`config.mk`:
```
export PLATFORM = sky130hd
export DESIGN_NAME = rd_requester_flat
export DESIGN_NICKNAME = d
export VERILOG_FILES = /design/src/rtl/rd_req_pkg.sv /design/src/rtl/rd_requester_if.sv /design/src/rtl/rd_req_timer.sv /design/src/rtl/rd_requester.sv /design/src/flat_wrapper.sv
export SDC_FILE = /design/constraint.sdc
export NUM_CORES = 1
export LEC_CHECK = 0
export ABC_CLOCK_PERIOD_IN_PS = 2850
export CAP_MARGIN = 20
export CORE_UTILIZATION = 50
export CTS_CLUSTER_DIAMETER = 150
export CTS_CLUSTER_SIZE = 24
export DETAILED_ROUTE_END_ITERATION = 8
export PLACE_DENSITY_LB_ADDON = 0.3
export SLEW_MARGIN = 20
export SYNTH_ARGS = -nofsm -noshare
export SYNTH_HDL_FRONTEND = slang
export SYNTH_SLANG_ARGS = --single-unit
```
`constraint.sdc`:
```
create_clock -name clock -period 2.85 [get_ports clock]
set_input_delay 0.57 -clock clock [delete_from_list [all_inputs] [get_ports clock]]
set_output_delay 0.57 -clock clock [all_outputs]
set_load 0.01 [all_outputs]
```
`src/rtl/rd_req_pkg.sv`:
```
// Shared types and default widths for the rd_requester read initiator.
// Contents:
//   state_t      - controller states (IDLE, REQ, GAP, ERR)
//   DEF_*        - default parameter values for the interface and top
package rd_req_pkg;

    localparam int DEF_DATA_W  = 4;
    localparam int DEF_CNT_W   = 8;
    localparam int DEF_TIMEOUT = 16;
    localparam int DEF_SUM_W   = 12;

    typedef enum logic [1:0] {
        IDLE = 2'd0,
        REQ  = 2'd1,
        GAP  = 2'd2,
        ERR  = 2'd3
    } state_t;

endpackage

```
`src/rtl/rd_requester_if.sv`:
```
// valid/ready/rdata read handshake between an initiator and a responder.
// Signals:
//   valid  - request, driven by the initiator
//   ready  - accept, driven by the responder; transfer on valid && ready
//   rdata  - read data, driven by the responder, sampled on transfer
// Modports: master (initiator side), slave (responder side).
interface rd_requester_if
    import rd_req_pkg::*;
#(
    parameter int DATA_W = DEF_DATA_W
) ();

    logic              valid;
    logic              ready;
    logic [DATA_W-1:0] rdata;

    modport master (output valid, input ready, input rdata);
    modport slave  (input valid, output ready, output rdata);

endinterface

```
`src/rtl/rd_req_timer.sv`:
```
// Wait counter for the request phase.
// Ports:
//   clock, reset_n - clock and asynchronous active-low reset
//   clr_i          - load the counter with zero (has priority over en_i)
//   en_i           - count one stalled cycle
//   expired_o      - this enabled cycle is the TIMEOUT-th consecutive stall
module rd_req_timer #(
    parameter int TIMEOUT = 16
) (
    input  logic clock,
    input  logic reset_n,
    input  logic clr_i,
    input  logic en_i,
    output logic expired_o
);

    localparam int W = $clog2(TIMEOUT + 1);

    logic [W-1:0] cnt_q;

    always_ff @(posedge clock or negedge reset_n) begin
        if (!reset_n) begin
            cnt_q <= '0;
        end else if (clr_i) begin
            cnt_q <= '0;
        end else if (en_i) begin
            cnt_q <= cnt_q + 1'b1;
        end
    end

    // Flag the cycle whose increment would reach TIMEOUT, so the controller
    // leaves REQ on that same edge and valid is high exactly TIMEOUT cycles.
    assign expired_o = en_i && (cnt_q == W'(TIMEOUT - 1));

endmodule

```
`src/rtl/rd_requester.sv`:
```
// Read-burst initiator: issues num_req single-beat requests over the
// valid/ready/rdata handshake, with a one-cycle gap between beats, captures
// each beat, keeps a wrapping checksum and flags a responder stall.
// Ports:
//   clock, reset_n  - clock, asynchronous active-low reset
//   start, num_req  - burst launch pulse and beat count (0 = immediate done)
//   bus             - handshake (master modport)
//   last_data       - most recently captured rdata
//   checksum        - modulo 2^SUM_W sum of this burst's captured data
//   beats_done      - transfers completed this burst
//   busy, done      - burst in progress / one-cycle completion pulse
//   timeout_err     - sticky stall flag, cleared by the next accepted start
// Optional (macro RD_REQ_DATA_CHECK_EN): parameter EXP_DATA, outputs
//   mismatch_cnt (saturating) and mismatch (sticky) for beats != EXP_DATA.
module rd_requester
    import rd_req_pkg::*;
#(
    parameter int DATA_W  = DEF_DATA_W,
    parameter int CNT_W   = DEF_CNT_W,
    parameter int TIMEOUT = DEF_TIMEOUT,
    parameter int SUM_W   = DEF_SUM_W
`ifdef RD_REQ_DATA_CHECK_EN
    ,
    parameter logic [DATA_W-1:0] EXP_DATA = DATA_W'(5)
`endif
) (
    input  logic             clock,
    input  logic             reset_n,
    input  logic             start,
    input  logic [CNT_W-1:0] num_req,
    rd_requester_if.master   bus,
    output logic [DATA_W-1:0] last_data,
    output logic [SUM_W-1:0]  checksum,
    output logic [CNT_W-1:0]  beats_done,
    output logic              busy,
    output logic              done,
    output logic              timeout_err
`ifdef RD_REQ_DATA_CHECK_EN
    ,
    output logic [CNT_W-1:0]  mismatch_cnt,
    output logic              mismatch
`endif
);

    state_t            state_q, state_d;
    logic [CNT_W-1:0]  num_q, num_d;
    logic [CNT_W-1:0]  beats_q, beats_d;
    logic [CNT_W-1:0]  beats_inc;
    logic [SUM_W-1:0]  sum_q, sum_d;
    logic [DATA_W-1:0] last_q, last_d;
    logic              done_q, done_d;
    logic              terr_q, terr_d;
    logic              tmr_clr, tmr_en, tmr_expired;
`ifdef RD_REQ_DATA_CHECK_EN
    logic [CNT_W-1:0]  mm_cnt_q, mm_cnt_d;
    logic              mm_q, mm_d;
`endif

    rd_req_timer #(.TIMEOUT(TIMEOUT)) u_timer (
        .clock     (clock),
        .reset_n   (reset_n),
        .clr_i     (tmr_clr),
        .en_i      (tmr_en),
        .expired_o (tmr_expired)
    );

    assign beats_inc = beats_q + 1'b1;

    always_comb begin
        state_d  = state_q;
        num_d    = num_q;
        beats_d  = beats_q;
        sum_d    = sum_q;
        last_d   = last_q;
        done_d   = 1'b0;
        terr_d   = terr_q;
        tmr_clr  = 1'b0;
        tmr_en   = 1'b0;
`ifdef RD_REQ_DATA_CHECK_EN
        mm_cnt_d = mm_cnt_q;
        mm_d     = mm_q;
`endif
        case (state_q)
            // ERR accepts a new burst exactly like IDLE does.
            IDLE, ERR: begin
                if (start) begin
                    beats_d = '0;
                    sum_d   = '0;
                    terr_d  = 1'b0;
                    tmr_clr = 1'b1;
`ifdef RD_REQ_DATA_CHECK_EN
                    mm_cnt_d = '0;
                    mm_d     = 1'b0;
`endif
                    if (num_req == '0) begin
                        done_d  = 1'b1;
                        state_d = IDLE;
                    end else begin
                        num_d   = num_req;
                        state_d = REQ;
                    end
                end
            end
            REQ: begin
                if (bus.ready) begin
                    last_d  = bus.rdata;
                    sum_d   = sum_q + SUM_W'(bus.rdata);
                    beats_d = beats_inc;
                    tmr_clr = 1'b1;
`ifdef RD_REQ_DATA_CHECK_EN
                    if (bus.rdata != EXP_DATA) begin
                        mm_d = 1'b1;
                        if (mm_cnt_q != '1) begin
                            mm_cnt_d = mm_cnt_q + 1'b1;
                        end
                    end
`endif
                    if (beats_inc == num_q) begin
                        done_d  = 1'b1;
                        state_d = IDLE;
                    end else begin
                        state_d = GAP;
                    end
                end else begin
                    tmr_en = 1'b1;
                    if (tmr_expired) begin
                        terr_d  = 1'b1;
                        state_d = ERR;
                    end
                end
            end
            // One idle cycle so every beat is a distinct request.
            GAP: state_d = REQ;
            default: state_d = IDLE;
        endcase
    end

    always_ff @(posedge clock or negedge reset_n) begin
        if (!reset_n) begin
            state_q  <= IDLE;
            num_q    <= '0;
            beats_q  <= '0;
            sum_q    <= '0;
            last_q   <= '0;
            done_q   <= 1'b0;
            terr_q   <= 1'b0;
`ifdef RD_REQ_DATA_CHECK_EN
            mm_cnt_q <= '0;
            mm_q     <= 1'b0;
`endif
        end else begin
            state_q  <= state_d;
            num_q    <= num_d;
            beats_q  <= beats_d;
            sum_q    <= sum_d;
            last_q   <= last_d;
            done_q   <= done_d;
            terr_q   <= terr_d;
`ifdef RD_REQ_DATA_CHECK_EN
            mm_cnt_q <= mm_cnt_d;
            mm_q     <= mm_d;
`endif
        end
    end

    // valid decodes the state register directly, so it drops the moment
    // reset_n is asserted.
    assign bus.valid   = (state_q == REQ);
    assign busy        = (state_q == REQ) || (state_q == GAP);
    assign done        = done_q;
    assign timeout_err = terr_q;
    assign last_data   = last_q;
    assign checksum    = sum_q;
    assign beats_done  = beats_q;
`ifdef RD_REQ_DATA_CHECK_EN
    assign mismatch_cnt = mm_cnt_q;
    assign mismatch     = mm_q;
`endif

endmodule

```
`src/flat_wrapper.sv`:
```
// flat-port wrapper written by rule: the top's interface ports become plain ports
module rd_requester_flat import rd_req_pkg::*;
#(
    parameter int DATA_W  = DEF_DATA_W,
    parameter int CNT_W   = DEF_CNT_W,
    parameter int TIMEOUT = DEF_TIMEOUT,
    parameter int SUM_W   = DEF_SUM_W

)
  (clock, reset_n, start, num_req, last_data, checksum, beats_done, busy, done, timeout_err, bus_valid, bus_ready, bus_rdata);
  rd_requester_if #(.DATA_W(DATA_W)) bus_i ();
  input  logic clock;
  input  logic reset_n;
  input  logic start;
  input  logic [CNT_W-1:0] num_req;
  output logic [DATA_W-1:0] last_data;
  output logic [SUM_W-1:0] checksum;
  output logic [CNT_W-1:0] beats_done;
  output logic busy;
  output logic done;
  output logic timeout_err;
  output wire logic [$bits(bus_i.valid)-1:0] bus_valid;
  input wire logic [$bits(bus_i.ready)-1:0] bus_ready;
  input wire logic [$bits(bus_i.rdata)-1:0] bus_rdata;
  assign bus_valid = bus_i.valid;
  assign bus_i.ready = bus_ready;
  assign bus_i.rdata = bus_rdata;
  rd_requester #(.DATA_W(DATA_W), .CNT_W(CNT_W), .TIMEOUT(TIMEOUT), .SUM_W(SUM_W)) u_core (.clock(clock), .reset_n(reset_n), .start(start), .num_req(num_req), .bus(bus_i), .last_data(last_data), .checksum(checksum), .beats_done(beats_done), .busy(busy), .done(done), .timeout_err(timeout_err));
endmodule
```
Word level (Yosys, flattened, before mapping)

Cells that the tools add are included.

Bits in registers: 41
Bits of input ports: 16
Output and inout bits: 28
Word-level logic and storage cells: 62

Add/subtract/negate cells: 3
Equality and inequality tests: 10
Multiplexer cells: 28
Bitwise operators: 1
Reduce and logical (&&, ||, !) cells: 12

Operator list:

| kind                | number |
|---|---|
| $mux 12             | 2 |
| $pmux 12 s2         | 1 |
| $mux 8              | 2 |
| $pmux 8 s2          | 1 |
| $add 12x4->12       | 1 |
| $mux 1              | 12 |
| $mux 5              | 2 |
| $add 8x1->8 const B | 1 |
| $eq 8x8->1          | 1 |
| $logic_not 8->1     | 1 |
| $mux 2              | 4 |
| $pmux 1 s2          | 3 |
| $pmux 2 s3          | 1 |
| $reduce_and 3->1    | 2 |
| $add 5x1->5 const B | 1 |
| $eq 5x4->1 const B  | 1 |
| $eq 2x2->1 const B  | 2 |
| $ne 2x1->1 const B  | 2 |
| $ne 2x2->1 const B  | 2 |
| $reduce_and 2->1    | 2 |
| $reduce_and 4->1    | 1 |
| $reduce_bool 2->1   | 2 |
| $ne 3x1->1 const B  | 1 |
| $eq 2x1->1 const B  | 1 |
| other kinds (5)     | 5 |

Longest topological paths before layout

Depth in word-level cells: 6
Mapped depth: 10
Depth with buffers taken out: 8

Cells and area by module

Synthesis repeated with hierarchy kept, for this count alone.

Cell total of the unflattened synthesis: 238
Area, all modules: 2407.3 um2

By module, submodules not included:

| module       | times used | cells an instance | area each (um2) |
|---|---|---|---|
| rd_requester | 1          | 214               | 2122.0 |
| rd_req_timer | 1          | 24                | 285.3 |

Worst setup path after synthesis

No wires, ideal clock.

Path type: reg-to-reg
From: register u_core.state_q[1]
To: register u_core.sum_q[11], in the netlist u_core.checksum[11]
Library setup time: 0.078 ns
Data arrival time: 2.199 ns
Slack: 0.574 ns
Stages on the path, launching flop included: 10
Cell sequence: dfrtp_1 > inv_1 > ha_1 > buf_2 > nor2_1 > or3_1 > clkbuf_2 > or4_1 > or3_1 > a21oi_1

RTL lines:

| what                                                             | RTL line            | RTL |
|---|---|---|
| start: declaration                                               | rd_requester.sv:45  | `state_t state_q, state_d;` |
| start signal: assignment                                         | rd_requester.sv:152 | `state_q <= state_d;` |
| $eq 2x1->1 (*)                                                   | -                   |  |
| named net bus_valid                                              | flat_wrapper.sv:22  | `output wire logic [$bits(bus_i.valid)-1:0] bus_valid;` |
| $ne 2x1->1 (no line) / $reduce_bool 2->1 (equally long branches) | -                   |  |
| $reduce_and 3->1 (no line)                                       | -                   |  |
| end signal: assignment                                           | rd_requester.sv:155 | `sum_q <= sum_d;` |
| end: declaration                                                 | rd_requester.sv:49  | `logic [SUM_W-1:0] sum_q, sum_d;` |

Mark *: on every way through the listed nets, which the timed path passes. The rest lies on a longest branch.
A chain may end at the register's enable or synchronous reset.

Worst setup path in the final report

From: input port bus_rdata[0]
To: register u_core.sum_q[10], in the netlist u_core.checksum[10]

Longest elaborated chain between the ends: 3

Ends and longest elaborated chain:

| what               | RTL line            | RTL |
|---|---|---|
| start: declaration | flat_wrapper.sv:24  | `input wire logic [$bits(bus_i.rdata)-1:0] bus_rdata;` |
| $add 12x4->12      | rd_requester.sv:107 | `sum_d = sum_q + SUM_W'(bus.rdata);` |
| $mux 12            | rd_requester.sv:105 | `if (bus.ready) begin` |
| $pmux 12 s2        | rd_requester.sv:83  | `case (state_q)` |

No other way between the ends. The select of a mux whose other input is x is not followed.

==> flow_results.org <==
** Routing
- DRC errors left :: 0
- In the routed layout, each cell is associated on average with a via count of 5.568.
- In the final routed layout, each cell accounts on average for 13.80 um.
- Vias after detailed routing :: 1871
- For this run, the detailed router's first-pass iteration total came to 4.
- Wirelength, routed :: 4637 um
- Remaining antenna violation count after routing :: 0
- In this run, the number of DRC markers left after iteration 0 of detailed routing was 85.

** Critical path
- Path depth of the worst reg2reg path :: 7
- The setup path with the least slack is of type primary input to flop.
- Launch instance of the worst register-to-register path :: u_core.state_q[0]
- Critical path arrival :: 2630 ps
- STA puts the critical path data required time at 3010 ps.
- Worst path depth :: 9
- Together, buffers and inverters on the worst path number 2.
- Of all nets on the critical path, the largest fanout is 2.
- Among all stages on the critical path, the largest delay is contributed by a2111oi_0.
- For this run, the slowest stage of the critical path takes 490 ps.
- Worst Setup Start Kind :: primary input
- Traced cell by cell, the critical path runs through clkdlybuf4s50_1 > ha_1 > inv_1 > fa_1 > nor2b_1 > o21ai_0 > a2111oi_0 > xnor2_1 > nor2_1.
- Worst setup startpoint :: bus_rdata[0]
- The cell family contributing the most delay on the critical path is compound AO/OA/AOI/OAI gates.
- The worst setup path is captured at a flop.

** Die
- Initial core utilization :: 51.81%
- Vertical die dimension :: 69.17 um
- Top-level port count :: 44
- The die covers 0.004784 mm^2.
- The floorplan has 24 rows.
- The die is 69.17 um wide.
- Core Region :: 0.004354 mm^2

** Flow run
- Maximum capacitance violations :: 0

** CTS
- The longest clock path from root to sink contains 2 buffers.
- Once the clock tree was built, the resizer swapped 0 gates to a different size.
- In this run, CTS created clock tree buffers numbering 5.
- The number of hold buffers added after CTS was 0.
- # H-tree levels :: 2
- After clock tree synthesis, the clock-pin slew on the worst setup and hold paths is 80 ps.
- The tree is rooted in a clkbuf_8.
- Sinks on the clock net :: 41
- The clock reaches the later pin of the worst-skew pair after 290 ps.
- Post-CTS repair timing setup buffer count :: 0
- CTS tree :: built

** Global routing
- Global-route wire length before repair :: 8355 um
- Global routing consumed, over all layers together, 21.91% of the routing resources.
- After global routing the overflow that remains totals 0.
- The via count of the first global-routing pass was 1797.
- Initial antenna violation count :: 0
- Entering global routing, the biggest net connects 42 pins.

** Timing
- Number of pins exceeding their max-slew limit in the final report :: 0
- Crit path time final :: 2467 ps
- Across all setup checks in the final design, the least slack found is 383.2 ps.
- Post-Route Skew :: 7.920 ps
- The worst pin sits at a relative slew slack of 38.92%.
- Of the available clock period, the critical path in the final layout requires 86.55%.
- Setup repair after global routing left no endpoint under its margin.
- Setup violations remaining at the end of the flow were counted as 0.
- Worst-Margin Slew :: 916.2 ps
- Hold Vio Cnt, Final :: 0
- For the final routed database, the setup TNS stands at 0 ps.
- Maximum clock rate :: 405.4 MHz

** Synth
- Most instantiated library cell after synthesis :: dfrtp_1
- Synth async-reset ratio :: 100.0%
- Total of warnings raised by yosys :: 0
- After synthesis, the mean cell area works out to 9.641 um^2.
- Top post-synthesis cells by count :: dfrtp_1 (41), nand2_1 (26), nor2_1 (20)
- dfrtp_1 takes more of the synthesized area than any other cell.
- Count of different cell masters after synthesis :: 41
- The top cell type by area accounts for 45.48% of the synthesized area.
- Post-Synthesis Cells :: 234
- Count of flip-flops with a built-in enable after synthesis :: 0
- Summed instance area of the synthesized netlist :: 0.002256 mm^2
- Sequential share of the synthesized area :: 45.48%
- Synthesis inferred 41 register bits.
- Post-synth net total :: 260
- Sorting the synthesized cells by area gives the leading types as dfrtp_1 (45%), mux2_2 (5.5%), xnor2_1 (5.0%).
- For this run, the leading register cell type out of synthesis is dfrtp_1.

** Power and ir drop
- Worst-case vdd ir drop :: 0.4782 mV
- Cell leakage power :: 1.210 nW
- Pwr/cell area :: 829.6 mW/mm^2

** Placed design
- Sum of net half-perimeters after detailed placement :: 3457 um
- Input/output buffers :: 43
- At the placement stage, the worst setup path has a slack of 60.29 ps.
- The congestion estimate from routability-driven global placement came to 0.8400.

** Final layout
- Compared with the post-synthesis result, the final layout area differs by 25.85%.
- 0 antenna diodes ended up in the layout.
- In the final layout, the share of cells above drive strength 1 is 9.155%.
- The final layout contains 309 nets.
- Fill cell total of the finished layout :: 374

** Hold path
- Worst hold path type :: primary input to asynchronous set/reset pin

** Run status
- The flow ran to the end, and the final reports show no timing, DRC or antenna violations.
## layer usage
layer	part of all wire [%]	global-route usage [%]
met1	49	30.72
met2	45	33.76
met4	1.8	7.937
met5	0	0
met3	4.3	4.506
## stage by stage
stage | instances | instance area [um^2] | hold WS [ps] | power (mW) | utilization, %
3_5_place_dp | 328 | 2759 | 474.4 | 1.999 | 63.36
5_1_grt | 336 | 2839 | 481.3 | 2.548 | 65.20
2_1_floorplan | 234 | 2256 | 274.4 | 1.562 | -
6_report | 336 | 2839 | 403.8 | 2.355 | 65.20
3_3_place_gp | 328 | 2759 | 461.7 | 1.966 | 63.36
4_1_cts | 336 | 2839 | 432.9 | 2.367 | 65.20
## cell families (layout without fill, tap and decap cells)
| group | Yosys count | after routing | share of synthesized area, % |
|---|---|---|---|
| AND/OR/NAND/NOR | 82 | 82 | 18.08 |
| AO/OA/AOI/OAI | 51 | 51 | 13.76 |
| flip-flops | 41 | 41 | 45.48 |
| buffers and inverters | 20 | 70 | 3.938 |
| XOR/XNOR | 19 | 19 | 7.377 |
| multiplexers | 11 | 11 | 5.491 |
| adder cells (fa/ha/maj) | 10 | 10 | 5.879 |
## state kept, by name, indices dropped and copies added, names as in the netlist
signal                count
u_core.done               1
u_core.timeout_err        1
u_core.beats_done         8
u_core.last_data          4
u_core.num_q              8
u_core.state_q            2
u_core.checksum          12
u_core.u_timer.cnt_q      5
## cells in the final DEF, fill, tap and decap left out, types with 4 or more instances in the layout
| cell type | instances |
|---|---|
| and3_1 | 4 |
| inv_1 | 11 |
| dfrtp_1 | 41 |
| o21ai_0 | 16 |
| buf_4 | 8 |
| or4_1 | 5 |
| mux2_2 | 11 |
| clkbuf_8 | 5 |
| a21oi_1 | 15 |
| nand2_1 | 26 |
| clkdlybuf4s50_1 | 42 |
| xor2_1 | 6 |
| xnor2_1 | 13 |
| ha_1 | 9 |
| nand3_1 | 6 |
| nor2_1 | 20 |
## layout make-up
class / count / area, um^2 / share of cell area [%]
Clock buffer: 8 / 80.08 / 2.821
Inverter: 11 / 41.29 / 1.454
Multi-Input combinational cell: 173 / 1141 / 40.19
Sequential cell: 41 / 1026 / 36.14
Tap cell: 52 / 65.06 / 2.292
Timing Repair Buffer: 51 / 485.5 / 17.10
## path summary, 6_finish.rpt
path / to / slack, ps
max: u_core.checksum[10] / 380
min: u_core.beats_done[4] / 400
max reg2reg: u_core.checksum[11] / 500
min reg2reg: u_core.last_data[1] / 490
max in group asynchronous: u_core.checksum[9] / 1860
min in group clock: u_core.last_data[1] / 490
## report_power, final
group / leakage, nW / switching, mW / internal (mW)
Clock: 0.0395 / 0.188 / 0.174
Combinational: 0.634 / 0.558 / 0.574
Sequential: 0.537 / 0.128 / 0.734
Note: power is estimated with default switching activity, not from simulation.
